<file path="src/rtl/icache_lookup_stage.sv">
// First instruction-cache stage: flop-based tag/status arrays with a 1-cycle set lookup,
// write-first bypass on same-set collisions, and a status-array flush sequencer.
module icache_lookup_stage #(
    parameter int ADDR_WIDTH     = 16,
    parameter int OFFSET_WIDTH   = 4,
    parameter int NUM_SETS       = 16,
    parameter int NUM_WAYS       = 4,
    parameter int TAG_WIDTH      = 8,
    parameter int STATUS_WIDTH   = 2,
    parameter int METADATA_WIDTH = 16
) (
    input  logic                             clk,
    input  logic                             arst,
    input  logic                             i_halt,
    input  logic                             i_flush,
    input  logic [ADDR_WIDTH-1:0]            i_r_addr,
    input  logic                             i_r_valid,
    input  logic [METADATA_WIDTH-1:0]        i_metadata,
    input  logic                             i_metadata_valid,
    input  logic [ADDR_WIDTH-1:0]            i_w_ta_addr,
    input  logic [NUM_WAYS*TAG_WIDTH-1:0]    i_w_ta_data,
    input  logic [NUM_WAYS-1:0]              i_w_ta_mask,
    input  logic                             i_w_ta_valid,
    input  logic [ADDR_WIDTH-1:0]            i_w_sa_addr,
    input  logic [NUM_WAYS*STATUS_WIDTH-1:0] i_w_sa_data,
    input  logic [NUM_WAYS-1:0]              i_w_sa_mask,
    input  logic                             i_w_sa_valid,
    output logic [NUM_WAYS*TAG_WIDTH-1:0]    o_ta_data,
    output logic                             o_ta_data_valid,
    output logic [NUM_WAYS*STATUS_WIDTH-1:0] o_sa_data,
    output logic                             o_sa_data_valid,
    output logic [METADATA_WIDTH-1:0]        o_metadata,
    output logic                             o_metadata_valid,
    output logic                             o_ready,
    output logic                             o_flush_busy
);
    localparam int SET_WIDTH = $clog2(NUM_SETS);
    localparam int TA_W      = NUM_WAYS * TAG_WIDTH;
    localparam int SA_W      = NUM_WAYS * STATUS_WIDTH;
    localparam logic [SET_WIDTH-1:0] LAST_SET = SET_WIDTH'(NUM_SETS - 1);

    typedef enum logic [0:0] {IDLE, FLUSH} state_t;

    state_t               state_q, state_d;
    logic [SET_WIDTH-1:0] flush_cnt_q, flush_cnt_d;

    logic [TA_W-1:0] ta_mem [NUM_SETS];
    logic [SA_W-1:0] sa_mem [NUM_SETS];

    logic [SET_WIDTH-1:0] r_set, w_ta_set, w_sa_set;
    logic                 rd_acc, ta_we, sa_we;
    logic [TA_W-1:0]      ta_bm, ta_rd;
    logic [SA_W-1:0]      sa_bm, sa_rd;
    logic                 unused_addr_bits;

    // Handshake: every request input is consumed in a cycle where o_ready is high;
    // when o_ready is low nothing is consumed and the sender must hold its request.
    assign o_ready      = ~i_halt & (state_q == IDLE);
    assign o_flush_busy = (state_q == FLUSH);

    assign r_set    = i_r_addr[OFFSET_WIDTH +: SET_WIDTH];
    assign w_ta_set = i_w_ta_addr[OFFSET_WIDTH +: SET_WIDTH];
    assign w_sa_set = i_w_sa_addr[OFFSET_WIDTH +: SET_WIDTH];

    assign rd_acc = o_ready & i_r_valid;
    assign ta_we  = o_ready & i_w_ta_valid;
    assign sa_we  = o_ready & i_w_sa_valid;

    assign unused_addr_bits = ^{i_r_addr[ADDR_WIDTH-1:OFFSET_WIDTH+SET_WIDTH], i_r_addr[OFFSET_WIDTH-1:0],
                                i_w_ta_addr[ADDR_WIDTH-1:OFFSET_WIDTH+SET_WIDTH], i_w_ta_addr[OFFSET_WIDTH-1:0],
                                i_w_sa_addr[ADDR_WIDTH-1:OFFSET_WIDTH+SET_WIDTH], i_w_sa_addr[OFFSET_WIDTH-1:0]};

    always_comb begin
        ta_bm = '0;
        sa_bm = '0;
        for (int w = 0; w < NUM_WAYS; w++) begin
            ta_bm[w*TAG_WIDTH +: TAG_WIDTH]       = {TAG_WIDTH{i_w_ta_mask[w]}};
            sa_bm[w*STATUS_WIDTH +: STATUS_WIDTH] = {STATUS_WIDTH{i_w_sa_mask[w]}};
        end
    end

    // Write-first: a same-set write in the read's cycle is visible on the read result.
    always_comb begin
        ta_rd = ta_mem[r_set];
        sa_rd = sa_mem[r_set];
        if (ta_we && (w_ta_set == r_set)) ta_rd = (ta_rd & ~ta_bm) | (i_w_ta_data & ta_bm);
        if (sa_we && (w_sa_set == r_set)) sa_rd = (sa_rd & ~sa_bm) | (i_w_sa_data & sa_bm);
    end

    always_comb begin
        state_d     = state_q;
        flush_cnt_d = flush_cnt_q;
        case (state_q)
            IDLE: begin
                if (i_flush && !i_halt) state_d = FLUSH;
            end
            FLUSH: begin
                if (!i_halt) begin
                    flush_cnt_d = flush_cnt_q + 1'b1;
                    if (flush_cnt_q == LAST_SET) state_d = IDLE;
                end
            end
            default: state_d = IDLE;
        endcase
    end

    always_ff @(posedge clk or posedge arst) begin
        if (arst) begin
            state_q     <= IDLE;
            flush_cnt_q <= '0;
        end else begin
            state_q     <= state_d;
            flush_cnt_q <= flush_cnt_d;
        end
    end

    always_ff @(posedge clk or posedge arst) begin
        if (arst) begin
            for (int s = 0; s < NUM_SETS; s++) begin
                ta_mem[s] <= '0;
                sa_mem[s] <= '0;
            end
        end else if (!i_halt) begin
            if (ta_we) ta_mem[w_ta_set] <= (ta_mem[w_ta_set] & ~ta_bm) | (i_w_ta_data & ta_bm);
            // Writes are only accepted in IDLE, so they never race the flush clear.
            if (state_q == FLUSH) sa_mem[flush_cnt_q] <= '0;
            else if (sa_we)       sa_mem[w_sa_set] <= (sa_mem[w_sa_set] & ~sa_bm) | (i_w_sa_data & sa_bm);
        end
    end

    always_ff @(posedge clk or posedge arst) begin
        if (arst) begin
            o_ta_data        <= '0;
            o_sa_data        <= '0;
            o_metadata       <= '0;
            o_ta_data_valid  <= 1'b0;
            o_sa_data_valid  <= 1'b0;
            o_metadata_valid <= 1'b0;
        end else if (!i_halt) begin
            o_ta_data_valid  <= rd_acc;
            o_sa_data_valid  <= rd_acc;
            o_metadata_valid <= rd_acc & i_metadata_valid;
            if (rd_acc) begin
                o_ta_data  <= ta_rd;
                o_sa_data  <= sa_rd;
                o_metadata <= i_metadata;
            end
        end
    end
endmodule
</file>
<file path="config.mk">
export PLATFORM = sky130hd
export DESIGN_NAME = icache_lookup_stage
export DESIGN_NICKNAME = d
export VERILOG_FILES = /design/src/rtl/icache_lookup_stage.sv
export SDC_FILE = /design/constraint.sdc
export NUM_CORES = 2
export LEC_CHECK = 0
export ABC_AREA = 1
export CELL_PAD_IN_SITES_DETAIL_PLACEMENT = 1
export CELL_PAD_IN_SITES_GLOBAL_PLACEMENT = 2
export CORE_ASPECT_RATIO = 1.5
export CORE_MARGIN = 3
export CORE_UTILIZATION = 35
export CTS_CLUSTER_SIZE = 14
export DETAILED_ROUTE_END_ITERATION = 8
export PLACE_DENSITY_LB_ADDON = 0.1
export SETUP_SLACK_MARGIN = 0.05
export SYNTH_ARGS = -nofsm -noshare
export SYNTH_HDL_FRONTEND = slang
export SYNTH_SLANG_ARGS = --single-unit
</file>
<file path="constraint.sdc">
create_clock -name clk -period 29.4 [get_ports clk]
set_clock_uncertainty 0.15 [all_clocks]
set_input_delay 5.88 -clock clk [delete_from_list [all_inputs] [get_ports clk]]
set_output_delay 5.88 -clock clk [all_outputs]
set_load 0.1 [all_outputs]
</file>
# After elaboration in Yosys (flattened, before gate mapping)
# Index checks and enable logic that the tools add are counted.
# classes
add_sub_neg	1
bitwise_logic	25
magnitude_cmp	7
muxes	28
n_reduce_logical	12
eq_ne	3
# op_table
cell	n
512-bit bitwise mux	1
32-bit binary-select mux with 4-bit select	2
128-bit two-way mux	2
32-bit two-way mux	6
128-bit bitwise AND	1
128-bit bitwise mux	1
32-bit demux with 4-bit select	1
128-bit inverter	1
32-bit bitwise AND	3
8-bit binary-select mux with 4-bit select	2
8-bit demux with 4-bit select	2
32-bit OR	2
8-bit two-way mux	7
32-bit inverter	1
8-bit bitwise AND	3
5-bit greater-or-equal comparator (second input constant)	4
4-bit inverter with 5-bit output	4
8-bit OR	2
5-bit by 1-bit less-than comparator with 1-bit output (second input constant)	3
4-bit equality test	2
8-bit inverter	1
2-bit AND reduction	4
1-bit logical AND	6
1-bit bitwise AND	5
other kinds (7)	10
# word_totals
wordCells	115
input_bits	120
register_bits	703

# Longest topological paths before layout
# logic_depth
depth_word	9
ltp_mapped	14

# Least setup slack after synthesis
# No wires, ideal clock.
# synth_path
path_type	input port to output port
start	input i_halt
end	output o_ready
path_slack_ps	16489
arrival_ps	6881
path_stages	2
n_path_buf	1
required_ps	23370
cell_sequence	clkbuf_2 nor2_2
# synth_via
elab_chain_len	2
# synth_rtl
item	line_no	rtl
start, declared	14	input logic i_halt,
1-bit inverter (no line)	n/a	
1-bit bitwise AND	58	assign o_ready = ~i_halt & (state_q == IDLE);
end, declared	34	output logic o_ready,
# Every way passes these cells.

# Final worst setup path
# Same ends and word-level chain as after synthesis.

==> metrics.md <==
| Metric | Value |
|---|---|
| PortBufs | roughly 140 |
| Final setup violation count | 0 |
| Overall routing resource usage | between 30 and 40% |
| Status | completed |
| Final setup TNS | 0 ps |
| Fmax | 71.2 MHz |
| Synth top area share | a little over two fifths |
| Clock transition at path regs | 60 ps |
| First-pass GRT wire length | roughly 300000 um |
| Final Cycle Share | 47.8% |
| Cells after Synth | ~5900 |
| Detailed-route via count | ~42000 |
| Flop pwr share | between 30% and 40% |
| Crit-path cells | clkdlybuf4s50_1, buf_4, nor2_2, clkdlybuf4s50_1 |
| DRC Markers | 0 |
| GR Util met2 | 57.8% |
| P_int | roughly 2.2 mW |
| Worst skew pair latency | 690 ps |
| Die width | about 280 um |
| Met1 layer usage reported by global route | approximately two fifths |
| Largest family of logic cells by synthesized area | simple AND/OR/NAND/NOR gates |
| Core footprint | between 100000 and 150000 um2 |
| Relative slew margins | ~24% |
| Wire per inst | ~28 um |
| Slowest-stage cell, CP | clkdlybuf4s50_1 |
| Sw Ratio | between 40% and 50% |
| Clock sinks | roughly 700 |
| Initial antenna violation count | 1 |
| Post-Syn Area | between 40000 and 50000 um2 |
| Largest area contributor in the netlist | dfrtp_1 |
| Worst slew pin tran | 1130 ps |
| Crit start category | input port |
| Worst Path Required | approximately 23000 ps |
| Cts bufs inserted | just over 80 |
| Top post-synthesis cells by area | dfrtp_1, nand2_1, nand3_1, o21ai_0, a21oi_1 |
| Synth Area in Simple Gates | a little under a third |
| Crit path time final | roughly 14000 ps |
| PD cells | 83.4 nW/um2 |
| Clock Power Share | between 20% and 30% |
| Vias in the first global route | about 43000 |
| Pin count of the biggest net entering global routing | 140 |
| Cell mode on critical path | clkdlybuf4s50_1 |
| Post-DRT Antenna Nets | 0 |
| Min Hold Slack | between 300 and 400 ps |
| GRT Max-Usage Layer | met2 |
| Logic pwr share | roughly a third |
| Synth Area per Inst | roughly 6.9 um2 |
| Detail Placement HPWL | 120000 um |
| Syn_nets | around 6000 |
| Max FO, Critical Path | 7 |
| # diodes | 0 |
| Critical path origin | i_halt |
| RSZ-0062 raised after global routing | no |
| Total gr overflow | 0 |
| Post-Synth Adder-Cell Area | less than 1% |
| TritonRoute pass-1 iters | 5 |
| Slew Limit Fails | 0 |
| Die area | about 120000 um2 |
| Std cell rows | 152 |
| Worst path max stage delay | 1210 ps |
| Synth Area in Compound Gates | 17.8% |
| Met3 Use GR | ~3.2% |
| Static leakage | about 22 nW |
| Gpl congestion | approximately 0.89 |
| Crit path kind | in2out |
| Netlist cell types | 37 |
| Io pins | 181 |
| Final WS setup | between 15000 and 20000 ps |
| Post-CTS Resized | 0 |
| Root buffer cell | clkbuf_16 |
| Pre-CTS setup slack | 15320 ps |
| Hold_buf cts | 0 |
| Fill cell count | about 14000 |
| Crit path DAT | between 8000 and 9000 ps |
| CTS H-Tree Depth | 3 |
| Number of DRC markers in iteration 0 | 3394 |
| Initial core utilization | between 30% and 40% |
| Sequential area share after synthesis | a little over two fifths |
| Worst IR Drop VDD | between 60 and 70 uV |
| Yosys reg bits | about 700 |
| Final Hold Fails | 0 |
| Clock buffer depth | 3 |
| Worst Setup End Kind | output pin |
| Number of nets in the layout | between 5000 and 6000 |
| Max Cap Viol | 0 |
| Hold Crit Start | ta_mem[66]$_DFFE_PP0P_ |
| Worst hold path type | reg2reg |
| DIE HEIGHT | 423 um |
| Yosys warnings | 0 |
| Vias per std cell | around 5.8 |
| Worst R2R Start | o_flush_busy$_DFF_PP0_ |
| Post-CTS setup buffers | 0 |
| Mux cell area share after synthesis | 0% |
| CTS tree | yes |
| Switch Pwr | roughly 1.6 mW |
| XOR/XNOR share of the synthesized area | less than 1% |
| Total Wirelength | 205000 um |
| Final core occ | about two fifths |
| Area grow syn2layout | 12.6% |
| Share of cells above drive strength 1 | around 5.4% |
==> cell usage after synthesis <==
cell and number:
nor2_2 5, or2_2 2, a22oi_1 44, ha_1 4, buf_2 102, buf_6 1, xor2_1 4, xnor2_1 2
o211ai_1 127, buf_4 10, a31oi_1 132, buf_1 24, a22o_1 1, a21oi_1 334, a21o_1 3, clkinv_1 3
inv_1 334, inv_2 9, o21ai_1 51, clkbuf_1 283, o21ai_0 571, and3_1 19, nand3_2 1, nand2_2 21
o21ai_2 13, nand2_1 2070, nor3_1 13, nand3_1 593, nor2_1 352, o31ai_1 1, clkbuf_2 1, nand4_1 9
o221ai_1 10, a21oi_2 1, dfrtp_1 703, nor3_2 6, o22ai_1 8
==> flip-flops by register name, summed over array words and instances (netlist names) <==
register,cells
o_flush_busy,1
ta_mem,512
o_ta_data,32
o_metadata_valid,1
sa_mem,128
flush_cnt_q,4
o_metadata,16
o_sa_data,8
o_sa_data_valid,1
==> final timing paths <==
check / endpoint / slack, ps / depth (start not counted)
min in group asynchronous: o_ta_data[5]$_DFFE_PP0P_ / 5570 / 2
min reg2reg: ta_mem[66]$_DFFE_PP0P_ / 330 / 2
max: o_ready / 15360 / 4
max reg2reg: o_ta_data[23]$_DFFE_PP0P_ / 24830 / 10
max in group asynchronous: sa_mem[103]$_DFFE_PP0P_ / 20590 / 5
min: ta_mem[66]$_DFFE_PP0P_ / 330 / 2
==> power groups by stage <==
stage / Clock, mW / Sequential [mW] / Combinational (mW)
after floorplan: 0 / 1.69 / 0.644
after global placement: 0 / 1.46 / 1.28
after detailed placement: 0 / 1.47 / 1.31
after CTS: 1.05 / 1.46 / 1.31
after global routing: 1.09 / 1.50 / 1.42
final: 1.03 / 1.46 / 1.31
==> layout by cell type, fill, tap and decap left out, types with 22 or more instances in the layout <==
cell type	n
nand2_2	22
nand3_1	591
o21ai_0	571
o211ai_1	127
dfrtp_1	702
inv_2	23
clkbuf_16	82
inv_1	319
nand2_1	2066
buf_4	85
a31oi_1	132
a22oi_1	44
clkdlybuf4s50_1	139
nor2_1	333
a21oi_1	334
o21ai_1	51
==> logic make-up (layout without fill, tap and decap cells) <==
logic type / count (synthesis) / count (layout)
compound gates: 1296 / 1296
xor+xnor: 6 / 6
fa+ha+maj: 4 / 4
buf+inv: 767 / 718
flops: 703 / 703
simple gates: 3091 / 3091
==> per-stage QoR <==
stage	area, um2	total power, mW	cells
6_report	45600	3.80	7358
5_1_grt	45600	4.01	7358
4_1_cts	45600	3.82	7358
3_5_place_dp	43000	2.78	7218
3_3_place_gp	43000	2.74	7218
2_1_floorplan	40500	2.33	5867
==> area by class of cell <==
cell class	instances	area [um2]	share of cell area [%]
clock buffer	118	2360	5.17
clock inverter	22	223	0.489
inverter	346	1310	2.88
multi-input combinational	4397	20000	43.9
sequential	703	17600	38.6
tap	1540	1930	4.23
timing repair buffer	232	2150	4.72
==> metal layers <==
metal | vias up | routed length (um)
li1 | 19100 | -
met1 | 21500 | 80300
met2 | 1291 | 101000
met3 | 536 | 8660
met4 | 2 | 15800
met5 | - | 7
==> critical path, delay by kind of cell <==
kind	cells	cell delay (ps)
buf+inv	3	1810
simple gates	1	320
Power figures use the tool's default switching activity.
